===== config.mk =====
export PLATFORM = sky130hd
export DESIGN_NAME = leitor_tabuleiro
export DESIGN_NICKNAME = d
export VERILOG_FILES = /design/src/rtl/leitor_tabuleiro.sv
export SDC_FILE = /design/constraint.sdc
export NUM_CORES = 1
export LEC_CHECK = 0
export ABC_AREA = 0
export ABC_CLOCK_PERIOD_IN_PS = 9400
export CAP_MARGIN = 20
export CORE_MARGIN = 2
export CORE_UTILIZATION = 41
export DETAILED_ROUTE_END_ITERATION = 6
export PLACE_DENSITY = 0.65
export SYNTH_ARGS = -nofsm -noshare
export SYNTH_HDL_FRONTEND = slang
export SYNTH_SLANG_ARGS = --single-unit

===== constraint.sdc =====
create_clock -name clock -period 9.4 [get_ports clock]
set_input_delay 1.88 -clock clock [delete_from_list [all_inputs] [get_ports clock]]
set_output_delay 1.88 -clock clock [all_outputs]
set_load 0.005 [all_outputs]

===== src/rtl/leitor_tabuleiro.sv =====
// leitor_tabuleiro: scans the reed-switch matrix row by row, debounces full-board snapshots
// and reports newly occupied squares. Define LEITOR_REMOCAO_EN to add the removeu output.
module leitor_tabuleiro #(
  parameter int N_ROWS        = 8,
  parameter int SETTLE_CYCLES = 4,
  parameter int DEBOUNCE      = 3
) (
  input  logic              clock,
  input  logic              reset,
  input  logic              habilitar,
  input  logic [N_ROWS-1:0] colunas_sense,
  output logic [N_ROWS-1:0] linhas_drive,
  output logic [3:0]        jogadaFileira,
  output logic [3:0]        jogadaColuna,
  output logic              temJogada,
  output logic              multipla,
`ifdef LEITOR_REMOCAO_EN
  output logic              removeu,
`endif
  output logic [3:0]        db_estado
);

  localparam int NB = N_ROWS * N_ROWS;
  localparam int SW = $clog2(SETTLE_CYCLES);
  localparam int DW = $clog2(DEBOUNCE + 1);
  localparam int CW = $clog2(NB + 1);

  localparam logic [3:0]    LAST_ROW    = 4'(N_ROWS - 1);
  localparam logic [SW-1:0] LAST_SETTLE = SW'(SETTLE_CYCLES - 1);
  localparam logic [DW-1:0] DB_MAX      = DW'(DEBOUNCE);

  typedef enum logic [1:0] {
    INICIAL = 2'd0,
    DRIVE   = 2'd1,
    COMPARA = 2'd2,
    AVALIA  = 2'd3
  } estado_t;

  estado_t       estadoReg, estadoNext;
  logic [3:0]    rowReg, rowNext;
  logic [SW-1:0] settleReg, settleNext;
  logic [DW-1:0] cntReg, cntInc;
  logic          primedReg;
  logic [NB-1:0] scanFlat;
  logic [NB-1:0] lastScanReg;
  logic [NB-1:0] refReg;
  logic [3:0]    fileiraReg, colunaReg;

  logic [N_ROWS-1:0] scanLinha [N_ROWS];

  logic          ultimoSettle, ultimaLinha, captura;
  logic          iguais, estavel, mudou, avalia, ativo;
  logic [NB-1:0] novos;
  logic [CW-1:0] nNovos;
  logic [7:0]    posNovos;
  logic          emiteJogada, emiteMultipla;

  function automatic logic [CW-1:0] contaUns(input logic [NB-1:0] v);
    logic [CW-1:0] s;
    s = '0;
    for (int i = 0; i < NB; i++) begin
      s = s + CW'(v[i]);
    end
    return s;
  endfunction

  // Only meaningful when exactly one bit is set: ORing the indices then yields that square.
  function automatic logic [7:0] posicao(input logic [NB-1:0] v);
    logic [7:0] p;
    p = '0;
    for (int r = 0; r < N_ROWS; r++) begin
      for (int c = 0; c < N_ROWS; c++) begin
        if (v[r*N_ROWS+c]) begin
          p = p | {4'(r), 4'(c)};
        end
      end
    end
    return p;
  endfunction

  assign ultimoSettle = (settleReg == LAST_SETTLE);
  assign ultimaLinha  = (rowReg == LAST_ROW);
  assign ativo        = (estadoReg == DRIVE) || (estadoReg == COMPARA);
  assign captura      = (estadoReg == DRIVE) && habilitar && ultimoSettle;
  assign iguais       = (scanFlat == lastScanReg);
  assign cntInc       = iguais ? ((cntReg == DB_MAX) ? cntReg : cntReg + 1'b1) : DW'(1);
  assign estavel      = (cntInc == DB_MAX);
  assign mudou        = (scanFlat != refReg);
  assign avalia       = (estadoReg == AVALIA);

  assign novos         = scanFlat & ~refReg;
  assign nNovos        = contaUns(novos);
  assign posNovos      = posicao(novos);
  assign emiteJogada   = avalia && primedReg && (nNovos == CW'(1));
  assign emiteMultipla = avalia && primedReg && (nNovos > CW'(1));

`ifdef LEITOR_REMOCAO_EN
  logic [NB-1:0] removidos;
  logic [CW-1:0] nRemovidos;
  logic [7:0]    posRemovidos;
  logic          emiteRemocao;

  assign removidos    = refReg & ~scanFlat;
  assign nRemovidos   = contaUns(removidos);
  assign posRemovidos = posicao(removidos);
  assign emiteRemocao = avalia && primedReg && (nNovos == '0) && (nRemovidos == CW'(1));
`endif

  // Each row owns its slice of the snapshot, written on the last settle cycle of its drive.
  for (genvar gi = 0; gi < N_ROWS; gi++) begin : gLinha
    always_ff @(posedge clock) begin
      if (reset) begin
        scanLinha[gi] <= '0;
      end else if (captura && (rowReg == 4'(gi))) begin
        scanLinha[gi] <= colunas_sense;
      end
    end
    assign scanFlat[gi*N_ROWS +: N_ROWS] = scanLinha[gi];
  end

  always_ff @(posedge clock) begin
    if (reset) begin
      estadoReg <= INICIAL;
      rowReg    <= '0;
      settleReg <= '0;
    end else begin
      estadoReg <= estadoNext;
      rowReg    <= rowNext;
      settleReg <= settleNext;
    end
  end

  always_comb begin
    estadoNext = estadoReg;
    rowNext    = rowReg;
    settleNext = settleReg;
    unique case (estadoReg)
      INICIAL: begin
        if (habilitar) begin
          estadoNext = DRIVE;
          rowNext    = '0;
          settleNext = '0;
        end
      end
      DRIVE: begin
        if (!habilitar) begin
          estadoNext = INICIAL;
        end else if (!ultimoSettle) begin
          settleNext = settleReg + 1'b1;
        end else begin
          settleNext = '0;
          if (ultimaLinha) begin
            estadoNext = COMPARA;
          end else begin
            rowNext = rowReg + 1'b1;
          end
        end
      end
      COMPARA: begin
        if (!habilitar) begin
          estadoNext = INICIAL;
        end else begin
          estadoNext = (estavel && mudou) ? AVALIA : DRIVE;
          rowNext    = '0;
          settleNext = '0;
        end
      end
      AVALIA: begin
        estadoNext = DRIVE;
        rowNext    = '0;
        settleNext = '0;
      end
      default: estadoNext = INICIAL;
    endcase
  end

  // Dropping the enable throws away the debounce progress but keeps the reference board.
  always_ff @(posedge clock) begin
    if (reset) begin
      cntReg      <= '0;
      primedReg   <= 1'b0;
      lastScanReg <= '0;
      refReg      <= '0;
      fileiraReg  <= '0;
      colunaReg   <= '0;
    end else begin
      if (ativo && !habilitar) begin
        cntReg <= '0;
      end else if (estadoReg == COMPARA) begin
        cntReg <= cntInc;
        if (!iguais) begin
          lastScanReg <= scanFlat;
        end
      end
      if (avalia) begin
        refReg    <= scanFlat;
        primedReg <= 1'b1;
      end
      if (emiteJogada) begin
        fileiraReg <= posNovos[7:4];
        colunaReg  <= posNovos[3:0];
      end
`ifdef LEITOR_REMOCAO_EN
      if (emiteRemocao) begin
        fileiraReg <= posRemovidos[7:4];
        colunaReg  <= posRemovidos[3:0];
      end
`endif
    end
  end

  always_comb begin
    linhas_drive  = '0;
    temJogada     = 1'b0;
    multipla      = 1'b0;
    jogadaFileira = fileiraReg;
    jogadaColuna  = colunaReg;
    db_estado     = {2'b00, estadoReg};
    if (estadoReg == DRIVE) begin
      linhas_drive = N_ROWS'(1) << rowReg;
    end
    if (emiteJogada) begin
      temJogada     = 1'b1;
      jogadaFileira = posNovos[7:4];
      jogadaColuna  = posNovos[3:0];
    end
    if (emiteMultipla) begin
      multipla = 1'b1;
    end
`ifdef LEITOR_REMOCAO_EN
    removeu = 1'b0;
    if (emiteRemocao) begin
      removeu       = 1'b1;
      jogadaFileira = posRemovidos[7:4];
      jogadaColuna  = posRemovidos[3:0];
    end
`endif
  end

endmodule


==> flow_summary.ini, run 1 <==
[outcome]
status = completed

[final_layout]
antennaDiodeCount = 0
most-common-layout-cells = inv_1, dfxtp_1, mux2i_1, nand2b_1, nor2_1
drive_gt1_share_pct = 11.8
area_growth_pct = 14.8
final_core_util_pct = 47.9
design_area_mm2 = 0.0142
nNetsFinal = 1417
n_fill_cell = 2751

[yosys]
synth_top_area_share_pct = 23.7
synth_compound_area_share_pct = 1.64
synth-simple-area-share_pct = 19.1
synth_top_family_by_area = simple AND/OR/NAND/NOR gates
synth-xor-area-share_pct = 4.59
synthTopCellsByArea = dfxtp_1, edfxtp_1, mux2i_1
yosys.area_share.adder_pct = 17.8
synth_mux_area_share_pct = 10.4
seq_area_frac_synth_pct = 39.2
async_flop_share_pct = 0
yosysWarnings = 0
synth_area_mm2 = 0.0124
synth_ff_type = dfxtp_1
synth_largest_area_cell = dfxtp_1
synthesis.instances = 1207
yosys.cell_types.count = 38
synth_edf_count = 64
synth-seq-cells = 211
syn_avg_cell_area_um2 = 10.3

[detailed_routing]
drt_iter0_drc = 614
drc = 0
vias = 8699
via_per_inst = 5.21
wl_per_cell_um = 20.9
drt_wl_total_um = 35000
dr.pass1.iters = 5
final_antenna_net_count = 0

[grt]
use_met1_pct = 31.6
grtUsageMet2_pct = 35.4
grt_pass1_wl_um = 52900
use_met3_pct = 2.86
grt_max_degree = 136
grt-ovfl-total = 0
antenna_found_initial = 0
top_usage_layer = met2
track_usage_pct = 22.4
grt_pass1_vias = 8744

[min_path]
hold_path.class = reg -> reg

[floorplanning]
start_util_pct = 41.8
coreArea_mm2 = 0.0297
die_h_um = 178
dieArea_mm2 = 0.0317
rows = 63
io_pins = 33
die_w_um = 178

[sta]
period_share_pct = 97.6
finalMaxSlewViolations = 0
fin_crit_ps = 9170
setup_violations = 0
fin_skew_ps = 14.3
finalHoldViolCount = 0
fmax_mhz = 109
relSlewSlack_pct = 30.0
worst_slew_pin_slew_ps = 1050
setup_tns_ps = 0

[clocking]
clk_pin_slew_worst_paths_ps = 60
clock_sinks = 211
ctsHoldBuffers = 0
htree_num_levels = 1
cts-root-buf = clkbuf_16
clk_path_buf_depth = 3
cts_buffers = 24
clock_latency_ps = 550
cts_tree = yes

[placed_design]
postPlaceCellArea_mm2 = 0.0132
io_buffers = 30
hpwl_um = 25600
place.gp.congestion = 0.960

[worst_setup_path]
arrival_ps = 7290
cp_max_fo = 4
cp.required_ps = 7520
cp-start-kind = register
endpoint_kind = primary output
timing_worst_setup_path_type = reg -> out

[run]
drv_cap = 0

[pwr]
max-vdd-ir-drop_uv = 317
total_power_mw = 3.19
powerDensity_mw_per_mm2 = 224
p_leak_nw = 5.78
## area by class of cell
cell class | count | area [µm²] | share of cell area, %
Clock inverter | 11 | 88.8 | 0.623
Clock buffer | 33 | 664 | 4.66
Sequential cell | 211 | 4870 | 34.1
Multi-Input combinational cell | 784 | 6870 | 48.2
Timing Repair Buffer | 86 | 689 | 4.84
Tap cell | 390 | 488 | 3.42
Inverter | 155 | 582 | 4.08
## kinds of logic (layout without fill, tap and decap cells)
group	Yosys count	after routing
buf+inv	213	285
simple gates	413	413
fa+ha+maj	144	144
xor+xnor	65	65
other cells	1	2
compound gates	31	31
flops	211	211
mux	129	129
## report_power, final
| group | leakage (nW) | switching (mW) | internal (mW) |
|---|---|---|---|
| clock network | 0.373 | 0.396 | 0.501 |
| registers | 1.82 | 0.0195 | 0.954 |
| logic | 3.59 | 0.677 | 0.638 |
| total | 5.78 | 1.09 | 2.09 |
## cell usage after synthesis, types with 45 or more instances
cell type  count
inv_1        155
ha_1          90
fa_1          54
nor4_1        45
and3_1        71
dfxtp_1      147
mux2i_1      129
nor2_1        92
edfxtp_1      64
clkbuf_1      45
xor2_1        65
nand2b_1     124
## state kept, by name (all words and copies together), names as in the netlist
| signal | flops |
|---|---|
| scanLinha | 64 |
| lastScanReg | 64 |
| fileiraReg | 4 |
| estadoReg | 2 |
| colunaReg | 4 |
| cntReg | 2 |
| primedReg | 1 |
| refReg | 64 |
| rowReg | 4 |
| settleReg | 2 |
## metrics by stage
| stage | setup slack [ps] | hold slack (ps) | std cells |
|---|---|---|---|
| 2_1_floorplan | 567 | 458 | 1208 |
| 3_3_place_gp | 198 | 470 | 1604 |
| 3_5_place_dp | 74.0 | 476 | 1604 |
| 4_1_cts | -16.6 | 489 | 1654 |
| 5_1_grt | -34.3 | 502 | 1670 |
| 6_report | 228 | 484 | 1670 |
## repair_timing
| item | in CTS | in global routing |
|---|---|---|
| resized for setup | 24 | 56 |
| pin swaps | 3 | 26 |
| cloned | 1 | 0 |
| buffers inserted | 5 | 16 |
| endpoints found under the setup margin | 9 | 10 |
## worst max-delay path: stages (launching register included)
cell      delay [ps]
edfxtp_1         460
ha_4             220
fa_1             500
fa_1             570
inv_2             40
fa_1             490
inv_2             40
fa_1             510
inv_2             40
fa_1             480
fa_1             500
fa_1             530
fa_1             410
inv_1             70
ha_2             180
inv_2             40
fa_1             480
nor4b_4          180
nand2_1          110
nor3_2           240
buf_4            160
buf_4            100
nor2_1            40
a41oi_2          180
clkbuf_2         150
## path summary, 6_finish.rpt
path,startpoint,end,slack (ps),depth (start not counted)
setup / recovery,scanLinha[1][3],jogadaFileira[0],230,24
hold reg to reg,lastScanReg[49],lastScanReg[49],480,2
setup reg to reg,scanLinha[1][3],fileiraReg[0],2540,23
hold / removal,lastScanReg[49],lastScanReg[49],480,2
## layer usage
layer / wire length [µm] / part of all wire, % / vias up
met5: 0 / 0 / -
met4: 1510 / 4.3 / 0
met3: 1680 / 4.8 / 77
met2: 15500 / 44 / 240
met1: 16200 / 46 / 4254
li1: - / - / 4128
No activity file was read; power rests on OpenSTA's default activity.
==> inputs of run 2 (changes only) <==
- CAP_MARGIN: 20 -> default
==> results of run 2 <==
Same layout as run 1: the final DEF is identical, and so are final timing and power.
==> inputs of run 3 (changes only) <==
- ABC_AREA: 0 -> default
==> results of run 3 <==
Same layout as run 1: the final DEF is identical, and so are final timing and power.
==> patch 1 (flow settings as in run 2) <==
Register the output `linhas_drive`, without a reset; this adds one clock of latency there. The other outputs are not delayed to match.
--- a/src/rtl/leitor_tabuleiro.sv
+++ b/src/rtl/leitor_tabuleiro.sv
@@ -36,6 +36,8 @@
     AVALIA  = 2'd3
   } estado_t;
 
+  logic [N_ROWS-1:0] linhas_drive_d;
+
   estado_t       estadoReg, estadoNext;
   logic [3:0]    rowReg, rowNext;
   logic [SW-1:0] settleReg, settleNext;
@@ -210,14 +212,14 @@
   end
 
   always_comb begin
-    linhas_drive  = '0;
+    linhas_drive_d = '0;
     temJogada     = 1'b0;
     multipla      = 1'b0;
     jogadaFileira = fileiraReg;
     jogadaColuna  = colunaReg;
     db_estado     = {2'b00, estadoReg};
     if (estadoReg == DRIVE) begin
-      linhas_drive = N_ROWS'(1) << rowReg;
+      linhas_drive_d = N_ROWS'(1) << rowReg;
     end
     if (emiteJogada) begin
       temJogada     = 1'b1;
@@ -237,5 +239,9 @@
 `endif
   end
 
+  always_ff @(posedge clock) begin
+    linhas_drive <= linhas_drive_d;
+  end
+
 endmodule
 
Formal check against the unedited RTL: not equivalent (Yosys sat finds a counterexample within 4 cycles, from zero or initial values and one cycle with reset high).
==> patch 1 against run 2 <==
First-iteration DRC count fell by 3.7%; cell area rose by 1.6%; setup slack got worse by 0.21 ns; sequential cell count rose by 8; area after synthesis rose by 0.63%; routed wire length fell by 1.5%; cell count rose by 0.72%; die area rose by 0.62%; combinational power fell by 5%; power rose by 0.65%; critical path type unchanged.
==> patch 1: results <==
metrics = {
    "grt": {
        "grt_pass1_wl_mm": 52.4,
        "grt.met3_usage": 0.0499,
        "gr-usage-met1": 0.302,
        "grt_max_degree": 124,
        "use_met2": 0.345,
    },
    "yosys": {
        "synth_seq_area_share": 0.402,
        "synthTopCellsByArea": "dfxtp_1 25%, edfxtp_1 15%, mux2i_1 10%",
        "yosysUniqueCellTypes": 43,
    },
    "finish": {
        "nets": 1426,
        "fin_cells": 1682,
        "drive_gt1_frac": 0.120,
    },
    "placement": {
        "dp.cells": 1622,
        "dpl_worst_slack_ns": 0.0280,
        "hpwl_mm": 25.6,
        "placed_area_mm2": 0.0134,
        "place_congestion": 0.911,
    },
    "sta": {
        "finalCritPeriodShare": 0.998,
        "tightestPinTransition_ns": 0.989,
        "fin_skew_ns": 0.0156,
    },
    "run_status": {
        "status": "finished clean",
    },
    "clocking": {
        "cts_root_buffer": "clkbuf_16",
        "cts-buffers-inserted": 25,
    },
    "setup_path": {
        "cp-endpoint": "jogadaColuna[2]",
        "crit_start": "scanLinha[1][13]",
        "r2r-end": "colunaReg[2]",
        "rr_worst_depth": 26,
    },
    "power": {
        "power.share.switching": 0.340,
        "combPwrFrac": 0.389,
        "p_leak_uw": 0.00550,
        "powerClk_uw": 950,
        "ir_worst_vdd_v": 0.000363,
    },
    "min_path": {
        "min-delay-start": "cntReg[0]",
        "holdPathEnd": "cntReg[0]",
    },
    "route": {
        "postRouteWirelength_mm": 34.4,
        "vias": 8678,
    },
}
==> patch 1: cell count changes after synthesis, sizes merged, moves of 7 or more <==
cell	delta
xnor2	+65
and2	+8
and3	-7
nor4	-18
xor2	-63
nand2b	+8
nand4	+10
dfxtp	+8
==> patch 1: final cells by class <==
class,instances,area [µm²]
clock buffers,31,668
inverters,154,578
well taps,390,488
flip-flops and latches,219,5030
clock inverters,15,126
repair buffers,91,754
multi-input cells,782,6830
fillers,2780,15300
==> patch 1: timing repair <==
| item | CTS | global route |
|---|---|---|
| setup buffers | 9 | 6 |
| cloned | 1 | 0 |
| pin swaps | 11 | 17 |
| endpoints found under the setup margin | 9 | 10 |
| hold buffers | 0 | 0 |
| resized for setup | 47 | 33 |
==> patch 1: cells by family (layout without fill, tap and decap cells) <==
group	after synthesis	in the layout	synth area share
AOI/OAI and AO/OA	26	26	0.0137
muxes	134	134	0.108
buffers and inverters	210	291	0.0661
DFF	219	219	0.402
adders and majority gates	142	142	0.175
and+or+nand+nor	411	411	0.188
other	1	2	0.000300
xor gates and xnor gates	67	67	0.0470
==> patch 1: per-stage QoR <==
step | hold slack (ns) | total power (µW)
floorplan | 0.436 | 1850
global placement | 0.454 | 2080
detailed placement | 0.458 | 2140
CTS | 0.466 | 3150
global route | 0.485 | 3440
finish | 0.468 | 3210
==> patch 1: metal layers <==
| layer | share of wire | wire length [µm] | up-vias |
|---|---|---|---|
| li1 | - | - | 4147 |
| met1 | 0.45 | 15600 | 4210 |
| met2 | 0.45 | 15300 | 254 |
| met3 | 0.065 | 2240 | 67 |
| met4 | 0.038 | 1300 | 0 |
| met5 | 0 | 0 | - |
==> patch 2 (settings of run 2) <==
Without the edit above. `DEBOUNCE`: 3 -> 6.
--- a/src/rtl/leitor_tabuleiro.sv
+++ b/src/rtl/leitor_tabuleiro.sv
@@ -3,7 +3,7 @@
 module leitor_tabuleiro #(
   parameter int N_ROWS        = 8,
   parameter int SETTLE_CYCLES = 4,
-  parameter int DEBOUNCE      = 3
+  parameter int DEBOUNCE      = 6
 ) (
   input  logic              clock,
   input  logic              reset,
Check against the original RTL: same outputs for any inputs over 4 cycles, from zero or initial values and one cycle with reset high; that may be too few to reach the edited logic, so the function may still have changed.
==> patch 2 against run 2 <==
Setup slack lost 0.22 ns; sequential cell count grew 1; cell count increased by 1.1%; synthesized cell count up 1.7%; largest power group unchanged; global-route usage down 0.53 points; routed wire length decreased by 2.1%; area after synthesis increased by 1.0%; sequential power up 0.4%; critical path depth is 2 higher; largest cell class unchanged; cell area is 0.53% higher; power rose by 1.6%; hold slack better by 0.0012 ns; critical endpoint is now jogadaColuna[0].
==> patch 2: results <==
metrics = {
    "yosys": {
        "yosysUniqueCellTypes": 47,
        "synth_edf_count": 64,
        "synthTopCellsByArea": "dfxtp_1 24%, edfxtp_1 15%, mux2i_1 10%",
        "synthTopCellsByCount": "157 x inv_1, 148 x dfxtp_1, 130 x nand2b_1, 129 x mux2i_1, 92 x ha_1",
        "yosysTopAreaCellShare": 0.236,
        "synth_seq_area_share": 0.390,
    },
    "route": {
        "wire_per_inst_um": 20.3,
        "drt-vias-per-instance": 5.20,
        "drt-initial-drc-count": 594,
    },
    "finish": {
        "synthToLayoutAreaGrowth_pct": 14.2,
        "drive_gt1_frac": 0.103,
        "fillCellCount": 2830,
        "nets": 1432,
    },
    "grt": {
        "antenna_found_initial": 0,
        "grt_max_degree": 134,
        "grt_pass1_wl_mm": 52.0,
        "grt_pass1_vias": 8738,
        "grt_usage": 0.219,
    },
    "placement": {
        "hpwl_mm": 25.0,
        "placed_area_mm2": 0.0134,
        "place_congestion": 0.945,
    },
    "setup_path": {
        "cp.arrival_ns": 7.51,
        "crit_fanout": 7,
    },
    "power": {
        "ir_worst_vdd_v": 0.000221,
        "p_leak_uw": 0.00547,
        "p_switching_uw": 1120,
    },
    "sta": {
        "fin_skew_ns": 0.0264,
        "tightestPinTransition_ns": 1.07,
    },
    "clocking": {
        "path_clk_slew_ns": 0.06,
    },
    "run_status": {
        "status": "finished clean",
    },
}
-- patch 2: cell types whose count changed after synthesis, sizes merged, moves of 4 or more --
cell    change
xor2       -64
or2b        -6
nor2        -7
or4         +8
nand2       +4
nand2b      +6
nor4       -24
xnor2      +64
nand3       +5
mux2        +6
nand4       +8
-- patch 2: cell families (layout without fill, tap and decap cells) --
family,count (synthesis),in the layout,synth area share
and+or+nand+nor,416,416,0.190
buffers and inverters,218,283,0.0704
DFF,212,212,0.390
adders and majority gates,146,146,0.178
muxes,135,135,0.109
xor gates and xnor gates,65,65,0.0454
AOI/OAI and AO/OA,34,34,0.0177
other,1,2,0.000299
-- patch 2: stage by stage --
stage,worst slack (ns),cells
after floorplan,0.590,1228
after global placement,0.0859,1632
after detailed placement,-0.0253,1632
after CTS,-0.00308,1686
after global routing,-0.252,1689
final,0.0122,1689
-- patch 2: per-layer routing --
metal / part of all wire / track usage
met1: 0.45 / 0.298
met2: 0.45 / 0.347
met3: 0.070 / 0.0479
met4: 0.033 / 0.0681
met5: 0 / 0
-- patch 2: path summary, 6_finish.rpt --
check / start / to / slack (ns) / cells past startpoint
setup / recovery: scanLinha[1][29] / jogadaColuna[0] / 0.01 / 26
setup reg to reg: scanLinha[1][29] / colunaReg[0] / 2.25 / 26
hold reg to reg: lastScanReg[54] / lastScanReg[54] / 0.49 / 2
hold / removal: lastScanReg[54] / lastScanReg[54] / 0.49 / 2
-- patch 2: layout make-up --
class | instances | area share
multi-input cells | 798 | 0.481
flip-flops and latches | 212 | 0.341
repair buffers | 81 | 0.0481
clock buffers | 30 | 0.0435
inverters | 158 | 0.0414
well taps | 396 | 0.0346
clock inverters | 14 | 0.0107
-- patch 2: what timing repair did --
action                     CTS  global route
resized for setup           44            25
setup buffers               10             3
setup endpoints to repair    9            10
hold buffers                 0             0
pin swaps                   10            16
hold endpoints to repair     0             0
-- patch 2: worst max-delay path: stages, from the launching register on --
cell and delay (ns):
edfxtp_1 0.41, ha_2 0.23, fa_1 0.55, inv_2 0.06, fa_1 0.49, inv_2 0.04, fa_1 0.49, inv_2 0.04
fa_1 0.51, inv_2 0.05, fa_1 0.55, inv_2 0.04, fa_1 0.56, fa_1 0.44, fa_1 0.45, inv_1 0.07
ha_2 0.18, inv_2 0.04, fa_1 0.49, nor4b_4 0.21, nand2_1 0.10, a21oi_2 0.13, and4_1 0.22, buf_6 0.14
buf_6 0.10, mux2_4 0.30, buf_6 0.12
-- patch 2: power groups by stage --
stage               sequential [µW]  combinational (µW)  clock (µW)
CTS                             977                1250         944
finish                          977                1330         931
global placement                996                1080           0
detailed placement              997                1170           0
floorplan                       993                 823           0
global route                    978                1560         981
